===== src/rtl/sprite_blitter.sv =====
// Multi-channel sprite blitter: per frame, erases each enabled sprite at its
// previous cell and redraws it at the new cell through a registered pixel port.
module sprite_blitter #(
    parameter int N           = 4,
    parameter int SW          = 5,
    parameter int SH          = 5,
    parameter int CELL        = 5,
    parameter int XW          = 8,
    parameter int YW          = 7,
    parameter int TRANSPARENT = 0
) (
    input  logic              clock,
    input  logic              reset_n,
    input  logic              start,
    input  logic [N-1:0]      ch_en,
    input  logic [N*XW-1:0]   x_cell,
    input  logic [N*YW-1:0]   y_cell,
    input  logic [N*SW*SH-1:0] shape,
    input  logic [N*3-1:0]    colour,
    output logic [XW-1:0]     x,
    output logic [YW-1:0]     y,
    output logic [2:0]        col_out,
    output logic              plot,
    output logic              busy,
    output logic              done
);

    localparam int NPIX = SW * SH;
    localparam int CHW  = (N > 1) ? $clog2(N) : 1;
    localparam int CXW  = (SW > 1) ? $clog2(SW) : 1;
    localparam int CYW  = (SH > 1) ? $clog2(SH) : 1;
    localparam int PW   = (NPIX > 1) ? $clog2(NPIX) : 1;

    typedef enum logic [2:0] {
        IDLE,
        LOAD,
        ERASE,
        DRAW,
        NEXT,
        DONE
    } state_t;

    state_t          state;
    logic [CHW-1:0]  ch;
    logic [CHW-1:0]  nxt_ch;
    logic            nxt_found;
    logic [CXW-1:0]  col_cnt;
    logic [CYW-1:0]  row_cnt;
    logic [N-1:0]    pending;
    logic [N-1:0]    prev_valid;

    logic [XW-1:0]   lat_x [N];
    logic [YW-1:0]   lat_y [N];
    logic [NPIX-1:0] lat_shape [N];
    logic [2:0]      lat_col [N];
    logic [XW-1:0]   prev_x [N];
    logic [YW-1:0]   prev_y [N];

    logic            erasing;
    logic [XW-1:0]   base_xc;
    logic [YW-1:0]   base_yc;
    logic [XW-1:0]   x_px;
    logic [YW-1:0]   y_px;
    logic [PW-1:0]   pix_idx;
    logic            pix_on;
    logic            col_last;
    logic            row_last;

    assign busy = (state != IDLE);

    // Lowest still-pending channel; pending bits clear as each channel finishes.
    always_comb begin
        nxt_found = 1'b0;
        nxt_ch    = '0;
        for (int i = N - 1; i >= 0; i--) begin
            if (pending[i]) begin
                nxt_found = 1'b1;
                nxt_ch    = CHW'(i);
            end
        end
    end

    always_comb begin
        erasing  = (state == ERASE);
        base_xc  = erasing ? prev_x[ch] : lat_x[ch];
        base_yc  = erasing ? prev_y[ch] : lat_y[ch];
        x_px     = base_xc * XW'(CELL) + XW'(col_cnt);
        y_px     = base_yc * YW'(CELL) + YW'(row_cnt);
        pix_idx  = PW'(NPIX - 1)
                 - (PW'(row_cnt) * PW'(SW) + PW'(col_cnt));
        pix_on   = lat_shape[ch][pix_idx];
        col_last = (col_cnt == CXW'(SW - 1));
        row_last = (row_cnt == CYW'(SH - 1));
    end

    always_ff @(posedge clock) begin
        if (!reset_n) begin
            state      <= IDLE;
            ch         <= '0;
            col_cnt    <= '0;
            row_cnt    <= '0;
            pending    <= '0;
            prev_valid <= '0;
            x          <= '0;
            y          <= '0;
            col_out    <= '0;
            plot       <= 1'b0;
            done       <= 1'b0;
        end else begin
            plot <= 1'b0;
            done <= 1'b0;
            unique case (state)
                IDLE: begin
                    if (start)
                        state <= LOAD;
                end
                LOAD: begin
                    pending <= ch_en;
                    state   <= NEXT;
                end
                NEXT: begin
                    if (nxt_found) begin
                        ch      <= nxt_ch;
                        col_cnt <= '0;
                        row_cnt <= '0;
                        state   <= prev_valid[nxt_ch] ? ERASE : DRAW;
                    end else begin
                        state <= DONE;
                        done  <= 1'b1;
                    end
                end
                ERASE, DRAW: begin
                    x       <= x_px;
                    y       <= y_px;
                    plot    <= erasing | pix_on | (TRANSPARENT == 0);
                    col_out <= (!erasing && pix_on) ? lat_col[ch] : 3'b000;
                    if (!col_last) begin
                        col_cnt <= col_cnt + 1'b1;
                    end else begin
                        col_cnt <= '0;
                        if (!row_last) begin
                            row_cnt <= row_cnt + 1'b1;
                        end else begin
                            row_cnt <= '0;
                            if (erasing) begin
                                state <= DRAW;
                            end else begin
                                prev_valid[ch] <= 1'b1;
                                pending[ch]    <= 1'b0;
                                state          <= NEXT;
                            end
                        end
                    end
                end
                DONE: begin
                    state <= IDLE;
                end
                default: begin
                    state <= IDLE;
                end
            endcase
        end
    end

    // Frame snapshot and previous-position store; validity lives in prev_valid.
    always_ff @(posedge clock) begin
        if (state == LOAD) begin
            for (int i = 0; i < N; i++) begin
                lat_x[i]     <= x_cell[i*XW +: XW];
                lat_y[i]     <= y_cell[i*YW +: YW];
                lat_shape[i] <= shape[i*NPIX +: NPIX];
                lat_col[i]   <= colour[i*3 +: 3];
            end
        end
        if (state == DRAW && col_last && row_last) begin
            prev_x[ch] <= lat_x[ch];
            prev_y[ch] <= lat_y[ch];
        end
    end

endmodule

===== config.mk =====
export PLATFORM = sky130hd
export DESIGN_NAME = sprite_blitter
export DESIGN_NICKNAME = d
export VERILOG_FILES = /design/src/rtl/sprite_blitter.sv
export SDC_FILE = /design/constraint.sdc
export NUM_CORES = 1
export LEC_CHECK = 0
export ABC_AREA = 1
export BUFFER_PORTS_ARGS = -buffer_cell sky130_fd_sc_hd__buf_2
export CORE_MARGIN = 8
export CORE_UTILIZATION = 56
export DETAILED_ROUTE_END_ITERATION = 8
export GPL_TIMING_DRIVEN = 0
export PLACE_DENSITY = 0.79
export SYNTH_ARGS = -nofsm -noshare
export SYNTH_HDL_FRONTEND = slang
export SYNTH_SLANG_ARGS = --single-unit

===== constraint.sdc =====
create_clock -name clock -period 11.55 [get_ports clock]
set_input_delay 1.155 -clock clock [delete_from_list [all_inputs] [get_ports clock]]
set_output_delay 1.155 -clock clock [all_outputs]
set_load 0.01 [all_outputs]

Word-level counts from Yosys, hierarchy flattened
Memories as Yosys holds them, arrays and structs flattened. A register that Yosys moved wholly into a read port is not among the register bits.
Cells that the tools add are included.
Storage, ports and cells
  output and inout bits: 21
  register bits after elaboration: 39
  RAM bits: 232
  logic and storage cells: 114
  memories kept: 6
Operators by class
  multiplexer cells: 52
  bitwise logic cells: 4
  reduce and logical (&&, ||, !) cells: 17
  add/sub/neg operators: 6
  $lt $le $gt $ge: 4
  multipliers: 3
  equal/unequal tests: 11
Memory list
  lat_shape: depth 4, bits a word 25, rd ports 1, clocked after Yosys merged registers in 1, wr ports 4, line 54  | logic [NPIX-1:0] lat_shape [N];
  lat_x: depth 4, bits a word 8, rd ports 1, clocked after Yosys merged registers in 1, wr ports 4, line 52  | logic [XW-1:0] lat_x [N];
  prev_x: depth 4, bits a word 8, rd ports 1, clocked after Yosys merged registers in 1, wr ports 1, line 56  | logic [XW-1:0] prev_x [N];
  lat_y: depth 4, bits a word 7, rd ports 1, clocked after Yosys merged registers in 1, wr ports 4, line 53  | logic [YW-1:0] lat_y [N];
  prev_y: depth 4, bits a word 7, rd ports 1, clocked after Yosys merged registers in 1, wr ports 1, line 57  | logic [YW-1:0] prev_y [N];
  lat_col: depth 4, bits a word 3, rd ports 1, clocked after Yosys merged registers in 1, wr ports 4, line 55  | logic [2:0] lat_col [N];
Operators by type and width (number)
  2-bit 2-to-1 mux: 16
  3-bit 2-to-1 mux: 10
  1-bit 2-to-1 mux: 14
  4-bit 2-to-1 mux: 3
  3-bit one-hot mux with 2 select lines: 2
  3-bit one-hot mux with 4 select lines: 1
  2-bit != test (second input constant): 5
  3-bit equality test (second input constant): 3
  8-bit by 3-bit adder with 8-bit output: 1
  8-bit by 3-bit multiplier with 8-bit output (second input constant): 1
  8-bit 2-to-1 mux: 1
  4-bit one-hot mux with 2 select lines: 1
  4-bit AND reduction: 2
  7-bit by 3-bit adder with 7-bit output: 1
  7-bit by 3-bit multiplier with 7-bit output (second input constant): 1
  7-bit 2-to-1 mux: 1
  3-bit by 1-bit adder with 3-bit output (second input constant): 2
  3-bit by 2-bit equality test with 1-bit output (second input constant): 2
  2-bit by 3-bit < comparator with 1-bit output (second input constant): 2
  5-bit by 6-bit < comparator with 1-bit output (second input constant): 1
  2-bit AND reduction: 3
  3-bit AND reduction: 2
  5-bit by 3-bit adder with 5-bit output: 1
  1-bit binary-select mux with 5-bit select: 1
  16 further kinds: 20

Logic depth before layout (Yosys ltp)
  depth after elaboration: 10
  mapped depth: 22
  mapped depth without buffers: 19

Worst setup path after synthesis
No wires, ideal clock.
  kind: register to register
  start point: register row_cnt[0] (netlist name)
  end point: memory lat_col[0][0], enable pin
  arrival: 8.248 ns
  stages on the path, launching flop included: 9
  buffers on the path: 0
  path slack: 2.590 ns
  data required time: 10.838 ns
  setup time: 0.712 ns
  cell sequence: dfxtp_1 -> inv_1 -> ha_1 -> nand2_1 -> nand2_1 -> inv_1 -> nor2_1 -> nand2_1 -> nor2_1
RTL lines (line)
  to (decl): 55

==> key figures <==
Setup path
  • Worst Path Required: 11.97 ns
  • Worst path arrival time: 4.75 ns
  • Flop2flop setup slack: 7.22 ns
  • R2r worst-path depth: 17
  • RR Endpoint: y[6]
  • CP Max Fanout: 10
  • Critical path class: register to register
  • CP startpoint kind: register
  • Setup crit end kind: register

Layout
  • Number of nets in the layout: 1540
  • Layout Area Growth over Synthesis: 20.0%
  • Fillcell total: 1578
  • Ratio of cells with drive above 1 in the final layout: 0.223

Global routing
  • Total track usage: 0.217
  • Vias in the first global route: 8744
  • Initial antenna violation count: 3
  • Largest net degree at the start of global routing: 40
  • GR Overflow Total: 0
  • First-pass GRT wire length: 45300 µm

CTS
  • Clk root buf: clkbuf_16
  • Setup bufs post-CTS: 0
  • Clock transition at the registers of the reported paths: 0.06 ns
  • Cts hold-fix bufs: 0
  • TritonCTS Buffers: 28
  • CTS Sinks: 273
  • CTS tree: done
  • Worst-Skew Late Latency: 0.55 ns
  • CTS resizes: 0
  • CTS Buffer Depth: 3
  • H-tree Lvls: 1

Timing
  • Layout Skew: 0.0103 ns
  • Total negative slack: 0 ns
  • Measured slew at the worst slew-check pin: 0.995 ns
  • Fin crit share: 0.375
  • Final Max Tran Viols: 0
  • Worst slew margin: 0.336
  • Worst hold margin: 0.469 ns
  • Worst Slack Setup Final: 7.22 ns
  • Max Freq: 0.231 GHz
  • RSZ-0062 raised after global routing: no
  • Tmin final: 4.33 ns
  • Final setup viols: 0
  • Final hold violation count: 0

Synth
  • Netlist Area Pre-Place: 11900 µm²
  • Main synth FF type: edfxtp_1
  • Synth area leaders: edfxtp_1, dfxtp_1, nand2_1
  • Sequential-to-total area share from yosys stat: 0.655
  • Post-synth EDFFs: 232
  • Synth Register Bits: 273
  • Post-synthesis async set-or-reset flop share: 0
  • Post-synth cell types: 37
  • Top-count cell post-synth: edfxtp_1
  • Top cells by count, synth: edfxtp_1, nand2_1, nor2_1
  • Syn Nets: 1303
  • Avg Inst Size Synth: 11.0 µm²
  • Synthesized instance count: 1077
  • Synth warnings: 0
  • Synth top area share: 0.586
  • Post-synth top area cell: edfxtp_1

Route
  • WL met2: 13500 µm
  • Post-route DRC: 0
  • Vias: 8642
  • Met3 WL post-DR: 2580 µm
  • Drt wl/cell: 17.8 µm
  • Antenna-violating nets left: 0
  • Pre-antenna DRT Iters: 5
  • Wl on met1: 11900 µm
  • Uppermost routed layer: met4
  • Vias per inst: 5.36
  • Initial drt markers: 651
  • Routed Wire Length: 28700 µm

Die
  • Die Width: 162 µm
  • Site Rows: 53
  • Die area: 26100 µm²
  • Core outline area: 21000 µm²
  • # IOs: 200
  • Die H: 162 µm
  • Initial core utilization: 0.567

Placed design
  • Dpl hpwl: 20800 µm
  • Pre-CTS setup slack: 7.30 ns
  • GPL Wtd Cong: 0.865
  • PortBufs: 199

Worst hold path
  • Hold Path Stages: 2
  • WHS Endpoint: col_out[1]
  • HP Class: register to register
  • Hold Startpoint: col_out[1]

Flow run
  • Max cap viols: 0

Power
  • Leakage power total: 0.00596 µW
  • Pwr per Cell Area: 258 nW/µm²
  • Maximum vdd drop: 0.164 mV

Outcome
  • Status: finished, final reports clean
[metrics by stage]
| step | instances | power [µW] | util | cell area, µm² |
|---|---|---|---|---|
| final | 1611 | 3670 | 0.681 | 14300 |
| after global routing | 1611 | 3900 | 0.681 | 14300 |
| after CTS | 1608 | 3680 | 0.680 | 14300 |
| after detailed placement | 1559 | 2820 | 0.639 | 13400 |
| after global placement | 1551 | 2850 | 0.631 | 13200 |
| after floorplan | 1077 | 2480 | - | 11900 |
[worst max-delay path, stage by stage (launching register included)]
cell      delay, ns
dfxtp_1        0.40
buf_4          0.23
buf_6          0.18
clkbuf_1       0.38
o21ai_0        0.20
o22ai_1        0.40
nor2_1         0.11
a31oi_1        0.27
ha_1           0.30
ha_1           0.30
ha_1           0.37
a21oi_1        0.16
nand2_1        0.10
a21o_1         0.17
a21oi_1        0.15
xnor2_1        0.15
xor2_1         0.24
a21oi_1        0.09
[metal layers]
metal	GRT usage	vias up
met5	0	-
met4	0.0690	0
met3	0.0448	53
met2	0.351	376
met1	0.290	4029
li1	-	4184
[flip-flops by register name, summed over array words and instances, names as in the netlist, named ones only]
| register | count |
|---|---|
| pending | 4 |
| lat_shape | 100 |
| row_cnt | 3 |
| x | 8 |
| prev_y | 28 |
| prev_x | 32 |
| lat_x | 32 |
| done | 1 |
| state | 3 |
| col_out | 3 |
| lat_col | 12 |
| lat_y | 28 |
| plot | 1 |
| col_cnt | 3 |
| prev_valid | 4 |
| ch | 2 |
| y | 7 |
[layout by cell type (no fill, tap or decap), types with 28 or more instances in the layout]
cell	synthesis	final
nand2_1	188	188
a21oi_1	31	31
ha_1	43	43
inv_1	91	91
clkbuf_16	0	28
edfxtp_1	232	232
buf_2	14	213
o21ai_0	82	82
nand3_1	93	93
dfxtp_1	41	41
nor2_1	134	131
[power by group]
group          total [µW]  switching, µW  leakage (µW)  internal, µW
clock                 855            369      0.000420           486
sequential           1510           75.1       0.00247          1440
combinational        1310            846       0.00307           463
[worst max-delay path by stage]
stage | start | endpoint | slack, ns | cells past startpoint
floorplan | row_cnt[0] | lat_col[0][0] | 2.59 | 8
global placement | row_cnt[0] | pending[0] | -0.32 | 10
detailed placement | register | y[6] | 7.30 | 17
CTS | register | y[6] | 7.26 | 17
global route | register | y[6] | 6.94 | 17
finish | register | y[6] | 7.22 | 17
[cell families after synthesis]
| logic type | share of synthesized area |
|---|---|
| flops | 0.655 |
| fa+ha+maj | 0.0520 |
| buf+inv | 0.0551 |
| simple gates | 0.152 |
| compound gates | 0.0751 |
| xor+xnor | 0.0111 |
[final cells by class]
type	count	area (µm²)	area share
antenna	3	7.51	0.000526
tap	275	344	0.0241
multi-input combinational	660	3470	0.243
inverter	94	355	0.0249
sequential	273	7790	0.546
clock inverter	19	163	0.0114
timing repair buffer	207	1130	0.0795
buffer	50	299	0.0210
clock buffer	30	708	0.0496
Power figures use the tool's default switching activity.
